===== config.mk =====
export PLATFORM = sky130hd
export DESIGN_NAME = board_renderer
export DESIGN_NICKNAME = d
export VERILOG_FILES = /design/src/rtl/petris_pkg.sv /design/src/rtl/vga_timing.sv /design/src/rtl/board_renderer.sv
export SDC_FILE = /design/constraint.sdc
export NUM_CORES = 1
export LEC_CHECK = 0
export BUFFER_PORTS_ARGS = -buffer_cell sky130_fd_sc_hd__buf_2
export CORE_MARGIN = 1
export CORE_UTILIZATION = 58
export CTS_CLUSTER_DIAMETER = 30
export DETAILED_ROUTE_END_ITERATION = 10
export HOLD_SLACK_MARGIN = 0.03
export PLACE_DENSITY = 0.81
export SETUP_SLACK_MARGIN = 0.3
export SLEW_MARGIN = 20
export SYNTH_ARGS = -nofsm -noshare
export SYNTH_HDL_FRONTEND = slang
export SYNTH_HIERARCHICAL = 1
export SYNTH_SLANG_ARGS = --single-unit

===== constraint.sdc =====
create_clock -name clock -period 2.98 [get_ports clock]
set_clock_uncertainty 0.15 [all_clocks]
set_input_delay 0.596 -clock clock [delete_from_list [all_inputs] [get_ports clock]]
set_output_delay 0.596 -clock clock [all_outputs]
set_load 0.01 [all_outputs]

===== src/rtl/petris_pkg.sv =====
// Shared Petris definitions: tetrimino codes, palette and default VGA timing,
// used by both the renderer and the game logic.
package petris_pkg;

    localparam int CNT_W      = 10;
    localparam int FRAME_W    = 10;
    localparam int BOARD_COLS = 10;
    localparam int BOARD_ROWS = 20;
    localparam int BORDER_PX  = 4;

    localparam int H_VISIBLE_DEF = 640;
    localparam int H_FRONT_DEF   = 16;
    localparam int H_SYNC_DEF    = 96;
    localparam int H_BACK_DEF    = 48;
    localparam int V_VISIBLE_DEF = 480;
    localparam int V_FRONT_DEF   = 10;
    localparam int V_SYNC_DEF    = 2;
    localparam int V_BACK_DEF    = 33;
    localparam int BOARD_X0_DEF  = 240;
    localparam int BOARD_Y0_DEF  = 80;
    localparam int CELL_PX_DEF   = 16;

    typedef enum logic [2:0] {
        BLANK  = 3'b000,
        CODE_J = 3'b001,
        CODE_S = 3'b010,
        CODE_T = 3'b011,
        CODE_L = 3'b100,
        CODE_O = 3'b101,
        CODE_Z = 3'b110,
        CODE_I = 3'b111
    } tetrimino_e;

    localparam logic [7:0] GRID_RGB   = 8'h49;
    localparam logic [7:0] BORDER_RGB = 8'hFF;
    localparam logic [7:0] BACK_RGB   = 8'h00;

    // R3G3B2 colour indexed by tetrimino code
    localparam logic [7:0] PALETTE [8] = '{
        8'h00, 8'h03, 8'h1C, 8'hE3, 8'hF4, 8'hFC, 8'hE0, 8'h1F
    };

    function automatic logic [7:0] palette_lookup(input logic [2:0] code);
        return PALETTE[code];
    endfunction

endpackage


===== src/rtl/vga_timing.sv =====
// Free-running VGA pixel/line counters with undelayed sync decode and the
// frame counter that ticks when the vertical sync pulse begins.
module vga_timing
    import petris_pkg::*;
#(
    parameter int H_VISIBLE = H_VISIBLE_DEF,
    parameter int H_FRONT   = H_FRONT_DEF,
    parameter int H_SYNC    = H_SYNC_DEF,
    parameter int H_BACK    = H_BACK_DEF,
    parameter int V_VISIBLE = V_VISIBLE_DEF,
    parameter int V_FRONT   = V_FRONT_DEF,
    parameter int V_SYNC    = V_SYNC_DEF,
    parameter int V_BACK    = V_BACK_DEF
) (
    input  logic               clock,
    input  logic               reset,
    output logic [CNT_W-1:0]   o_hcount,
    output logic [CNT_W-1:0]   o_vcount,
    output logic               o_hsync_n,
    output logic               o_vsync_n,
    output logic [FRAME_W-1:0] o_framenumber
);

    localparam int H_TOTAL = H_VISIBLE + H_FRONT + H_SYNC + H_BACK;
    localparam int V_TOTAL = V_VISIBLE + V_FRONT + V_SYNC + V_BACK;

    localparam logic [CNT_W-1:0] H_LAST   = CNT_W'(H_TOTAL - 1);
    localparam logic [CNT_W-1:0] V_LAST   = CNT_W'(V_TOTAL - 1);
    localparam logic [CNT_W-1:0] HS_FIRST = CNT_W'(H_VISIBLE + H_FRONT);
    localparam logic [CNT_W-1:0] HS_LAST  = CNT_W'(H_VISIBLE + H_FRONT + H_SYNC - 1);
    localparam logic [CNT_W-1:0] VS_FIRST = CNT_W'(V_VISIBLE + V_FRONT);
    localparam logic [CNT_W-1:0] VS_LAST  = CNT_W'(V_VISIBLE + V_FRONT + V_SYNC - 1);

    logic [CNT_W-1:0]   r_hcount;
    logic [CNT_W-1:0]   r_vcount;
    logic [FRAME_W-1:0] r_frame;
    logic [CNT_W-1:0]   w_vnext;

    always_comb begin
        w_vnext = (r_vcount == V_LAST) ? '0 : r_vcount + CNT_W'(1);
    end

    // S0: counter state
    always_ff @(posedge clock or posedge reset) begin
        if (reset) begin
            r_hcount <= '0;
            r_vcount <= '0;
            r_frame  <= '0;
        end else if (r_hcount == H_LAST) begin
            r_hcount <= '0;
            r_vcount <= w_vnext;
            if (w_vnext == VS_FIRST) begin
                r_frame <= r_frame + FRAME_W'(1);
            end
        end else begin
            r_hcount <= r_hcount + CNT_W'(1);
        end
    end

    assign o_hcount      = r_hcount;
    assign o_vcount      = r_vcount;
    assign o_hsync_n     = !((r_hcount >= HS_FIRST) && (r_hcount <= HS_LAST));
    assign o_vsync_n     = !((r_vcount >= VS_FIRST) && (r_vcount <= VS_LAST));
    assign o_framenumber = r_frame;

endmodule


===== src/rtl/board_renderer.sv =====
// Petris playfield renderer: decodes the board region from the VGA counters,
// reads one cell per pixel and colours it through the shared palette.
module board_renderer
    import petris_pkg::*;
#(
    parameter int H_VISIBLE = H_VISIBLE_DEF,
    parameter int H_FRONT   = H_FRONT_DEF,
    parameter int H_SYNC    = H_SYNC_DEF,
    parameter int H_BACK    = H_BACK_DEF,
    parameter int V_VISIBLE = V_VISIBLE_DEF,
    parameter int V_FRONT   = V_FRONT_DEF,
    parameter int V_SYNC    = V_SYNC_DEF,
    parameter int V_BACK    = V_BACK_DEF,
    parameter int BOARD_X0  = BOARD_X0_DEF,
    parameter int BOARD_Y0  = BOARD_Y0_DEF,
    parameter int CELL_PX   = CELL_PX_DEF
) (
    input  logic       clock,
    input  logic       reset,
    output logic       cell_rd_en,
    output logic [3:0] cell_x,
    output logic [4:0] cell_y,
    input  logic [2:0] cell_data,
    output logic       hsync,
    output logic       vsync,
    output logic [7:0] rgb,
    output logic [9:0] framenumber
);

    localparam int SHIFT = $clog2(CELL_PX);
    localparam int BW    = BOARD_COLS * CELL_PX;
    localparam int BH    = BOARD_ROWS * CELL_PX;

    localparam logic [CNT_W-1:0] HV_END    = CNT_W'(H_VISIBLE);
    localparam logic [CNT_W-1:0] VV_END    = CNT_W'(V_VISIBLE);
    localparam logic [CNT_W-1:0] BX_LO     = CNT_W'(BOARD_X0);
    localparam logic [CNT_W-1:0] BX_HI     = CNT_W'(BOARD_X0 + BW);
    localparam logic [CNT_W-1:0] BY_LO     = CNT_W'(BOARD_Y0);
    localparam logic [CNT_W-1:0] BY_HI     = CNT_W'(BOARD_Y0 + BH);
    localparam logic [CNT_W-1:0] FX_LO     = CNT_W'(BOARD_X0 - BORDER_PX);
    localparam logic [CNT_W-1:0] FX_HI     = CNT_W'(BOARD_X0 + BW + BORDER_PX);
    localparam logic [CNT_W-1:0] FY_LO     = CNT_W'(BOARD_Y0 - BORDER_PX);
    localparam logic [CNT_W-1:0] FY_HI     = CNT_W'(BOARD_Y0 + BH + BORDER_PX);
    localparam logic [CNT_W-1:0] CELL_MASK = CNT_W'(CELL_PX - 1);

    logic [CNT_W-1:0] w_hcount;
    logic [CNT_W-1:0] w_vcount;
    logic             w_hsync_n;
    logic             w_vsync_n;
    logic [CNT_W-1:0] w_dx;
    logic [CNT_W-1:0] w_dy;
    logic             w_in_vis;
    logic             w_in_board;
    logic             w_in_frame;
    logic             w_border;
    logic             w_grid;
    logic [7:0]       w_pix;

    logic       r_vld_p1;
    logic [3:0] r_cell_x_p1;
    logic [4:0] r_cell_y_p1;
    logic       r_grid_p1;
    logic       r_border_p1;
    logic       r_hs_p1;
    logic       r_vs_p1;
    logic       r_vld_p2;
    logic       r_grid_p2;
    logic       r_border_p2;
    logic       r_hs_p2;
    logic       r_vs_p2;
    logic [7:0] r_rgb;
    logic       r_hsync;
    logic       r_vsync;

    vga_timing #(
        .H_VISIBLE(H_VISIBLE), .H_FRONT(H_FRONT), .H_SYNC(H_SYNC), .H_BACK(H_BACK),
        .V_VISIBLE(V_VISIBLE), .V_FRONT(V_FRONT), .V_SYNC(V_SYNC), .V_BACK(V_BACK)
    ) u_timing (
        .clock        (clock),
        .reset        (reset),
        .o_hcount     (w_hcount),
        .o_vcount     (w_vcount),
        .o_hsync_n    (w_hsync_n),
        .o_vsync_n    (w_vsync_n),
        .o_framenumber(framenumber)
    );

    always_comb begin
        w_dx       = w_hcount - BX_LO;
        w_dy       = w_vcount - BY_LO;
        w_in_vis   = (w_hcount < HV_END) && (w_vcount < VV_END);
        w_in_board = w_in_vis && (w_hcount >= BX_LO) && (w_hcount < BX_HI)
                     && (w_vcount >= BY_LO) && (w_vcount < BY_HI);
        w_in_frame = (w_hcount >= FX_LO) && (w_hcount < FX_HI)
                     && (w_vcount >= FY_LO) && (w_vcount < FY_HI);
        w_border   = w_in_vis && w_in_frame && !w_in_board;
        w_grid     = ((w_dx & CELL_MASK) == '0) || ((w_dy & CELL_MASK) == '0);
    end

    // S1: read issue; cell address holds outside the board
    always_ff @(posedge clock or posedge reset) begin
        if (reset) begin
            r_vld_p1    <= 1'b0;
            r_cell_x_p1 <= '0;
            r_cell_y_p1 <= '0;
            r_border_p1 <= 1'b0;
            r_hs_p1     <= 1'b1;
            r_vs_p1     <= 1'b1;
        end else begin
            r_vld_p1    <= w_in_board;
            r_border_p1 <= w_border;
            r_hs_p1     <= w_hsync_n;
            r_vs_p1     <= w_vsync_n;
            if (w_in_board) begin
                r_cell_x_p1 <= 4'(w_dx >> SHIFT);
                r_cell_y_p1 <= 5'(w_dy >> SHIFT);
            end
        end
    end

    // S2: cell_data arrives; sideband follows
    always_ff @(posedge clock or posedge reset) begin
        if (reset) begin
            r_vld_p2    <= 1'b0;
            r_border_p2 <= 1'b0;
            r_hs_p2     <= 1'b1;
            r_vs_p2     <= 1'b1;
        end else begin
            r_vld_p2    <= r_vld_p1;
            r_border_p2 <= r_border_p1;
            r_hs_p2     <= r_hs_p1;
            r_vs_p2     <= r_vs_p1;
        end
    end

    always_ff @(posedge clock) begin
        r_grid_p1 <= w_grid;
        r_grid_p2 <= r_grid_p1;
    end

    // cell_data is only trusted in the cycle after a read strobe
    always_comb begin
        w_pix = BACK_RGB;
        if (r_vld_p2) begin
            if (cell_data == BLANK) begin
                w_pix = r_grid_p2 ? GRID_RGB : palette_lookup(BLANK);
            end else begin
                w_pix = palette_lookup(cell_data);
            end
        end else if (r_border_p2) begin
            w_pix = BORDER_RGB;
        end
    end

    // S3: registered outputs
    always_ff @(posedge clock or posedge reset) begin
        if (reset) begin
            r_rgb   <= BACK_RGB;
            r_hsync <= 1'b1;
            r_vsync <= 1'b1;
        end else begin
            r_rgb   <= w_pix;
            r_hsync <= r_hs_p2;
            r_vsync <= r_vs_p2;
        end
    end

    assign cell_rd_en = r_vld_p1;
    assign cell_x     = r_cell_x_p1;
    assign cell_y     = r_cell_y_p1;
    assign rgb        = r_rgb;
    assign hsync      = r_hsync;
    assign vsync      = r_vsync;

endmodule

* Word-level counts from Yosys, hierarchy flattened
Memory sizes are Yosys's and may differ from the RTL's. Cells that the tools add are included.
Cells by class: mux-type cells 8, add/sub/neg operators 5, reduce and logical (&&, ||, !) cells 20, bitwise operators 1, eq/ne operators 3, $lt $le $gt $ge 15
Operators by type and width (count):
- < comparator 10 x 9 -> 1 bit, second input constant | 5
- 2-to-1 mux 8 bit | 5
- adder 10 x 1 -> 10 bit, second input constant | 3
- == test 10 bit, second input constant | 2
- >= comparator 10 x 7 -> 1 bit, second input constant | 2
- >= comparator 10 x 8 -> 1 bit, second input constant | 2
- logical NOT 10 bit | 2
- 2-to-1 mux 10 bit | 2
- logical AND 1 bit | 12
- == test 10 x 9 -> 1 bit, second input constant | 1
- >= comparator 10 bit, second input constant | 1
- >= comparator 10 x 9 -> 1 bit, second input constant | 1
- less-or-equal comparator 10 bit, second input constant | 1
- less-or-equal comparator 10 x 9 -> 1 bit, second input constant | 1
- < comparator 10 bit, second input constant | 1
- subtractor 9 x 7 -> 9 bit, second input constant | 1
- subtractor 8 bit, second input constant | 1
- 2-to-1 mux 7 bit | 1
- >= comparator 4 bit, second input constant | 1
- NOT 3 -> 4 bit | 1
- logical NOT 1 bit | 3
- logical NOT 3 bit | 1
- AND reduction 2 bit | 1
- logical OR 1 bit | 1
Storage, ports and cells: memories kept 1, flip-flop bits (word level) 59, bits in read-only memories 64, word-level logic and storage cells 71, output and inout port bits 30, bits of input ports 5
Memory list:
- (name not given) | depth 8, width 8, rd ports 1, clocked after Yosys merged registers in 0, write ports 0, RTL line petris_pkg.sv:44 | return PALETTE[code];

* Depth between registers and ports, before layout
Gate-level depths: netlist of the first run.
depth after elaboration 8, depth in mapped cells 9

* Modules after synthesis
Netlist of the first run, hierarchy kept.
Modules (own cells, without submodules):
- vga_timing | cells an instance 166, times used 1, area each 1664.1 µm²
- board_renderer | cells an instance 109, times used 1, area each 1278.7 µm²

* Worst setup path before layout of the first run
Ideal clock, no wire load.
path type register -> register, start point register u_timing.r_vcount[0] (netlist: u_timing/o_vcount[0]), end point register u_timing.r_frame[1] (netlist: u_timing/o_framenumber[1]), setup time 0.127 ns, slack 0.737 ns, cell stages (with the launch flop) 8, period minus slack after synthesis 2.243 ns, required time 2.703 ns, arrival time 1.966 ns, cell sequence dfrtp_1 ha_1 nand4_1 and3_1 and3_1 o311a_1 buf_6 mux2_1
On the way: word-level cells in the longest chain between the ends 4, elaborated cells between the ends (all ways) 5
Ends and longest elaborated chain:
- start: declaration | RTL line vga_timing.sv:35 | logic [CNT_W-1:0] r_vcount;
- start signal: assignment | RTL line vga_timing.sv:51 | r_vcount <= w_vnext;
- adder 10 x 1 -> 10 bit / == test 10 bit (equally long branches) | RTL line vga_timing.sv:40 | w_vnext = (r_vcount == V_LAST) ? '0 : r_vcount + CNT_W'(1);
- 2-to-1 mux 10 bit (*) | RTL line vga_timing.sv:40
- == test 10 x 9 -> 1 bit (*) | RTL line vga_timing.sv:52 | if (w_vnext == VS_FIRST) begin
- AND reduction 2 bit (no source line) (*)
- end signal: assignment | RTL line vga_timing.sv:53 | r_frame <= r_frame + FRAME_W'(1);
- end: declaration | RTL line vga_timing.sv:36 | logic [FRAME_W-1:0] r_frame;
Mark *: on every way between the ends. The rest lies on a longest branch, timed or not. A chain may end at the register's enable or synchronous reset.

* Worst setup path after layout of the first run
Same ends and word-level chain as after synthesis.

==> impl_metrics.ini, run 1 <==
[final_layout]
final_core_util_pct = 70.5
drive_above_1_share_pct = 23.6
final_cell_mix = 49 x dfrtp_1, 34 x buf_2, 19 x nand2_1, 19 x o21ai_0, 16 x xnor2_1
diodes = 0
final_nets = 331
final_area_sq_um = 3400
final_common_cell = dfrtp_1
area_growth_pct = 15.4

[cts]
cts_sinks = 57
cts.path.max_buffers = 2
cts_tree = built
post_cts.repair.setup_buffers = 0
clk_pin_slew_worst_paths_ps = 70
ctsRootBufferMaster = clkbuf_8
cts-hold-fix-buffers = 0
clk_latency_ps = 330
h-tree-depth = 3
cts_buffers = 9

[pwr]
pwr_density_cell_nw_per_um2 = 494
power_frac_comb_pct = 1.6
power_switching_w = 0.000322
p_int_w = 0.00136
p_seq_share_pct = 46.1
p_leak_nw = 1.68
swShare_pct = 19.2
ir_worst_vdd_v = 0.000252
pwr-share-clk_pct = 52.3

[synthesis]
syn_nets = 293
avgSynthCellArea_sq_um = 10.7
yosysWarningCount = 6
ys_types = 51
ys_ff_latch = 57
synth_top_area_share_pct = 41.7
synth_edf_count = 0
netlist_area_sq_um = 2940
synthTopCellsByArea = dfrtp_1 42%, ha_1 5.5%, dfstp_2 5.4%
synth_top_area_cell = dfrtp_1
syn_inst = 275
synth_ff_type = dfrtp_1
ys_async_sr_fraction_pct = 96.5
ys_seq_area_share_pct = 48.4

[timing]
finalSetupTns_ps = 0
fmax_mhz = 405
fin_crit_ps = 2470
fin_crit_sh_pct = 82.8
slew_headroom_pct = 41.3
hold_violations = 0
setup_violations = 0
maxSlewViolCount = 0
rsz0062_at_grt = false
worst_pin_slew_ps = 880

[placed_design]
io_buffers = 34
gp_congestion = 0.911
dp.final_hpwl_um = 3810
place_area_sq_um = 3150

[worst_hold_path]
hp-class = reg2reg

[route]
routedWlPerCell_um = 14.3
routed_wl_um = 5510
dr_total_vias = 2140
drc = 0
drt-pass1-iter-count = 4
vias_per_cell = 5.56
drtAntennaViolNets = 0
drtIter0Drc = 111

[critical_path]
endpoint_kind = flip-flop
worst_ep_arrival_time_ps = 2530
path_class = reg2reg
cp-start-kind = flip-flop
crit_fanout = 10
cp.required_ps = 3040

[global_route]
antenna_found_initial = 0
grt_usage_pct = 23.6
grt_pass1_vias = 1998
grt_overflow = 0
grt_pass1_wl_um = 9400
grt_max_degree = 31

[outcome]
status = finished clean

[die]
placementRows = 25
die_h_um = 73.2
die_area_sq_um = 5360
die_w_um = 73.2
core_area_sq_um = 4820
start_util_pct = 61.1
io_pins = 35

[flow_run]
drv_cap = 0
==> synth_stat cells (all sizes together), types with 4 or more instances <==
master	n
nand3	11
mux2	9
dfstp	6
a31oi	6
xnor2	16
nor3	5
nand2b	6
nor4	4
xor2	11
a21oi	11
o21ai	19
and3	12
inv	15
buf	7
nand4	10
dfrtp	49
ha	13
nand2	19
nor2	13
==> repair_timing <==
action,CTS,global route
gates resized for setup,0,1
endpoints found under the setup margin,0,4
hold endpoints to repair,0,0
==> worst max-delay path: stages, from the launching register on <==
cell and delay, ps:
dfrtp_1 470, ha_1 280, nand4_1 250, and3_1 260, and3_1 170, o311a_2 430, mux2_1 340
==> state kept, by name, summed over array words and instances, names as in the netlist <==
name / cells
u_timing/o_hcount: 10
rgb: 6
cell_rd_en: 1
cell_y: 5
r_vs_p1: 1
r_border_p2: 1
vsync: 1
r_vld_p2: 1
cell_x: 4
r_vs_p2: 1
r_grid_p1: 1
r_hs_p2: 1
r_border_p1: 1
u_timing/o_vcount: 10
r_hs_p1: 1
r_grid_p2: 1
u_timing/o_framenumber: 10
hsync: 1
==> routing by layer <==
metal | global-route usage, % | wire [um] | vias to the layer above
met2 | 37.8 | 2670 | 49
met3 | 6.91 | 188 | 7
met5 | 0 | 0 | -
met1 | 30.0 | 2590 | 1034
met4 | 9.80 | 65 | 0
li1 | - | - | 1050
==> cell type report <==
type                    instances  area [sq um]
flip-flops and latches         57          1420
well taps                      67          83.8
multi-input cells             193          1400
clock buffers                  11           141
repair buffers                 37           193
clock inverters                 5           103
inverters                      15          56.3
fillers                       375          1420
==> logic make-up (layout without fill, tap and decap cells) <==
family,after synthesis,after routing,share of synthesized area (%)
DFF,57,57,48.4
muxes,11,11,5.02
AOI/OAI and AO/OA,46,46,9.65
xor gates and xnor gates,27,27,8.04
adders and majority gates,13,13,5.53
and+or+nand+nor,96,96,19.2
buffers and inverters,25,68,4.21
==> per-stage QoR <==
stage,power (W),hold WS (ps),worst slack (ps),instances
2_1_floorplan,0.000805,160,737,275
3_5_place_dp,0.000816,169,453,369
4_1_cts,0.00169,192,454,385
3_3_place_gp,0.000815,161,510,369
6_report,0.00168,193,513,385
5_1_grt,0.00173,200,329,385
==> power by group through the flow <==
stage	sequential, W	combinational (W)	clock [W]
after CTS	0.000774	0.0000284	0.000892
after global placement	0.000788	0.0000271	0
after detailed placement	0.000788	0.0000282	0
after global routing	0.000773	0.0000316	0.000927
after floorplan	0.000788	0.0000173	0
final	0.000774	0.0000270	0.000878
==> path summary, 6_finish.rpt <==
kind,from,end,slack (ps),cells past startpoint
worst max-delay path,u_timing/o_vcount[0],u_timing/o_framenumber[1],510,6
worst min-delay path,r_grid_p1,r_grid_p2,190,0
worst max register to register,u_timing/o_vcount[0],u_timing/o_framenumber[1],510,6
worst min register to register,r_grid_p1,r_grid_p2,190,0
max in group asynchronous,reset,cell_y[0],1820,2
min in group asynchronous,reset,u_timing/o_hcount[6],210,3
Note: power is estimated with default switching activity, not from simulation.
==> inputs of run 2 (changes only) <==
CORE_UTILIZATION = 52   (was 58)
PLACE_DENSITY = 0.77   (was 0.81)
clock period = 2 ns   (was 2.98 ns; I/O delays follow)
==> impl_metrics.ini, run 2 (same netlist as run 1, synthesis figures left out) <==
[cts]
h-tree-depth = 3
cts_buffers = 9
clk_latency_ps = 340
cts.path.max_buffers = 2
cts_sinks = 57
clk_pin_slew_worst_paths_ps = 70
ctsRootBufferMaster = clkbuf_8
cts_tree = built

[timing]
fmax_mhz = 448
maxSlewViolCount = 0
fin_crit_sh_pct = 112
setup_violations = 19
worst_pin_slew_ps = 404
fin_ws_ps = -232
rsz0062_at_grt = true
hold_slack_ps = 179
slew_headroom_pct = 73.1
hold_violations = 0
fin_crit_ps = 2230

[worst_hold_path]
hp-class = reg2reg
hold_depth = 0

[placed_design]
dp.final_hpwl_um = 4740
gp_congestion = 0.857
pre_cts_ws_ps = -140
io_buffers = 34

[die]
die_area_sq_um = 5960
start_util_pct = 53.8
core_area_sq_um = 5470
io_pins = 35
placementRows = 27
die_w_um = 77.2
die_h_um = 77.2

[route]
drtAntennaViolNets = 0
routed_wl_um = 7220
drtIter0Drc = 159
drt-pass1-iter-count = 4
drc = 0
routedWlPerCell_um = 16.3
vias_per_cell = 5.56
dr_total_vias = 2459

[flow_run]
drv_cap = 0

[pwr]
power_switching_w = 0.000497
p_leak_nw = 1.97
pwr-share-clk_pct = 47.9
p_seq_share_pct = 50.1
swShare_pct = 21.6
pwr_density_cell_nw_per_um2 = 577
p_int_w = 0.00180
ir_worst_vdd_v = 0.000315
power_frac_comb_pct = 1.9

[final_layout]
final_nets = 383
diodes = 0
drive_above_1_share_pct = 44.1
final_common_cell = buf_4
area_growth_pct = 35.3
final_cell_mix = 47 x buf_4, 41 x dfrtp_1, 34 x buf_2

[critical_path]
reg2reg_depth = 7
cp-start-kind = flip-flop
endpoint_kind = flip-flop
crit_path_max_incr_delay_ps = 550
path_class = reg2reg
worst_ep_arrival_time_ps = 2300
cp_slowest_cell = dfrtp_1
crit_chain = nand4_1 > buf_4 > xor2_1 > o22ai_1 > o311a_1 > buf_6 > mux2_4
crit_fanout = 9
cp.required_ps = 2070

[global_route]
antenna_found_initial = 0
grt_max_degree = 31
grt_pass1_wl_um = 11500
grt_pass1_vias = 2474
grt_overflow = 0
grt_usage_pct = 25.3

[outcome]
violations = setup timing
status = finished with violations
run 2: final cells by class:
| type | instances | area [sq um] |
|---|---|---|
| clock inverter | 5 | 53.8 |
| sequential | 57 | 1430 |
| fill | 377 | 1490 |
| tap | 72 | 90.1 |
| multi-input combinational | 193 | 1570 |
| timing repair buffer | 89 | 628 |
| inverter | 15 | 56.3 |
| clock buffer | 11 | 151 |
run 2: worst paths after layout:
kind,start,slack (ps),end
min in group asynchronous,reset,510,rgb[1]
worst min register to register,r_grid_p1,180,r_grid_p2
worst max-delay path,u_timing/o_vcount[3],-230,u_timing/o_framenumber[1]
worst min-delay path,r_grid_p1,180,r_grid_p2
worst max register to register,u_timing/o_vcount[3],-230,u_timing/o_framenumber[1]
max in group asynchronous,reset,820,u_timing/o_vcount[5]
run 2: repair_timing:
| item | 4_1_cts | 5_1_grt |
|---|---|---|
| setup endpoints to repair | 31 | 36 |
| hold endpoints to repair | 49 | 0 |
| resized for setup | 12 | 43 |
| gates cloned | 1 | 0 |
| buffers inserted | 6 | 4 |
| pin swaps | 13 | 20 |
| hold buffers | 1 | 0 |
run 2: per-layer routing:
layer	wire (um)	GRT usage [%]	share of wire (%)
met5	0	0	0
met4	140	11.7	1.9
met3	261	5.71	3.6
met2	3750	44.1	52
met1	3070	29.3	42
run 2: worst max-delay path, delay by kind of cell (launching register included):
kind / cells / cell delay, ps
and+or+nand+nor: 1 / 210
AOI/OAI and AO/OA: 2 / 400
xor gates and xnor gates: 1 / 140
buffers and inverters: 2 / 360
muxes: 1 / 300
DFF: 1 / 550
run 2: power by group through the flow:
stage | logic, W | registers, W | clock network (W)
6_report | 0.0000446 | 0.00115 | 0.00110
5_1_grt | 0.0000523 | 0.00115 | 0.00117
4_1_cts | 0.0000462 | 0.00115 | 0.00112
3_5_place_dp | 0.0000445 | 0.00117 | 0
3_3_place_gp | 0.0000420 | 0.00117 | 0
2_1_floorplan | 0.0000257 | 0.00117 | 0
run 2: metrics by stage:
| stage | TNS [ps] | power, W | utilization [%] | area [sq um] | instances |
|---|---|---|---|---|---|
| after global routing | -4010 | 0.00238 | 72.8 | 3980 | 442 |
| after floorplan | -347 | 0.00120 | - | 2990 | 275 |
| after CTS | -1350 | 0.00232 | 69.5 | 3800 | 438 |
| after global placement | -395 | 0.00122 | 64.1 | 3510 | 414 |
| final | -2600 | 0.00230 | 72.8 | 3980 | 442 |
| after detailed placement | -970 | 0.00122 | 64.1 | 3510 | 414 |
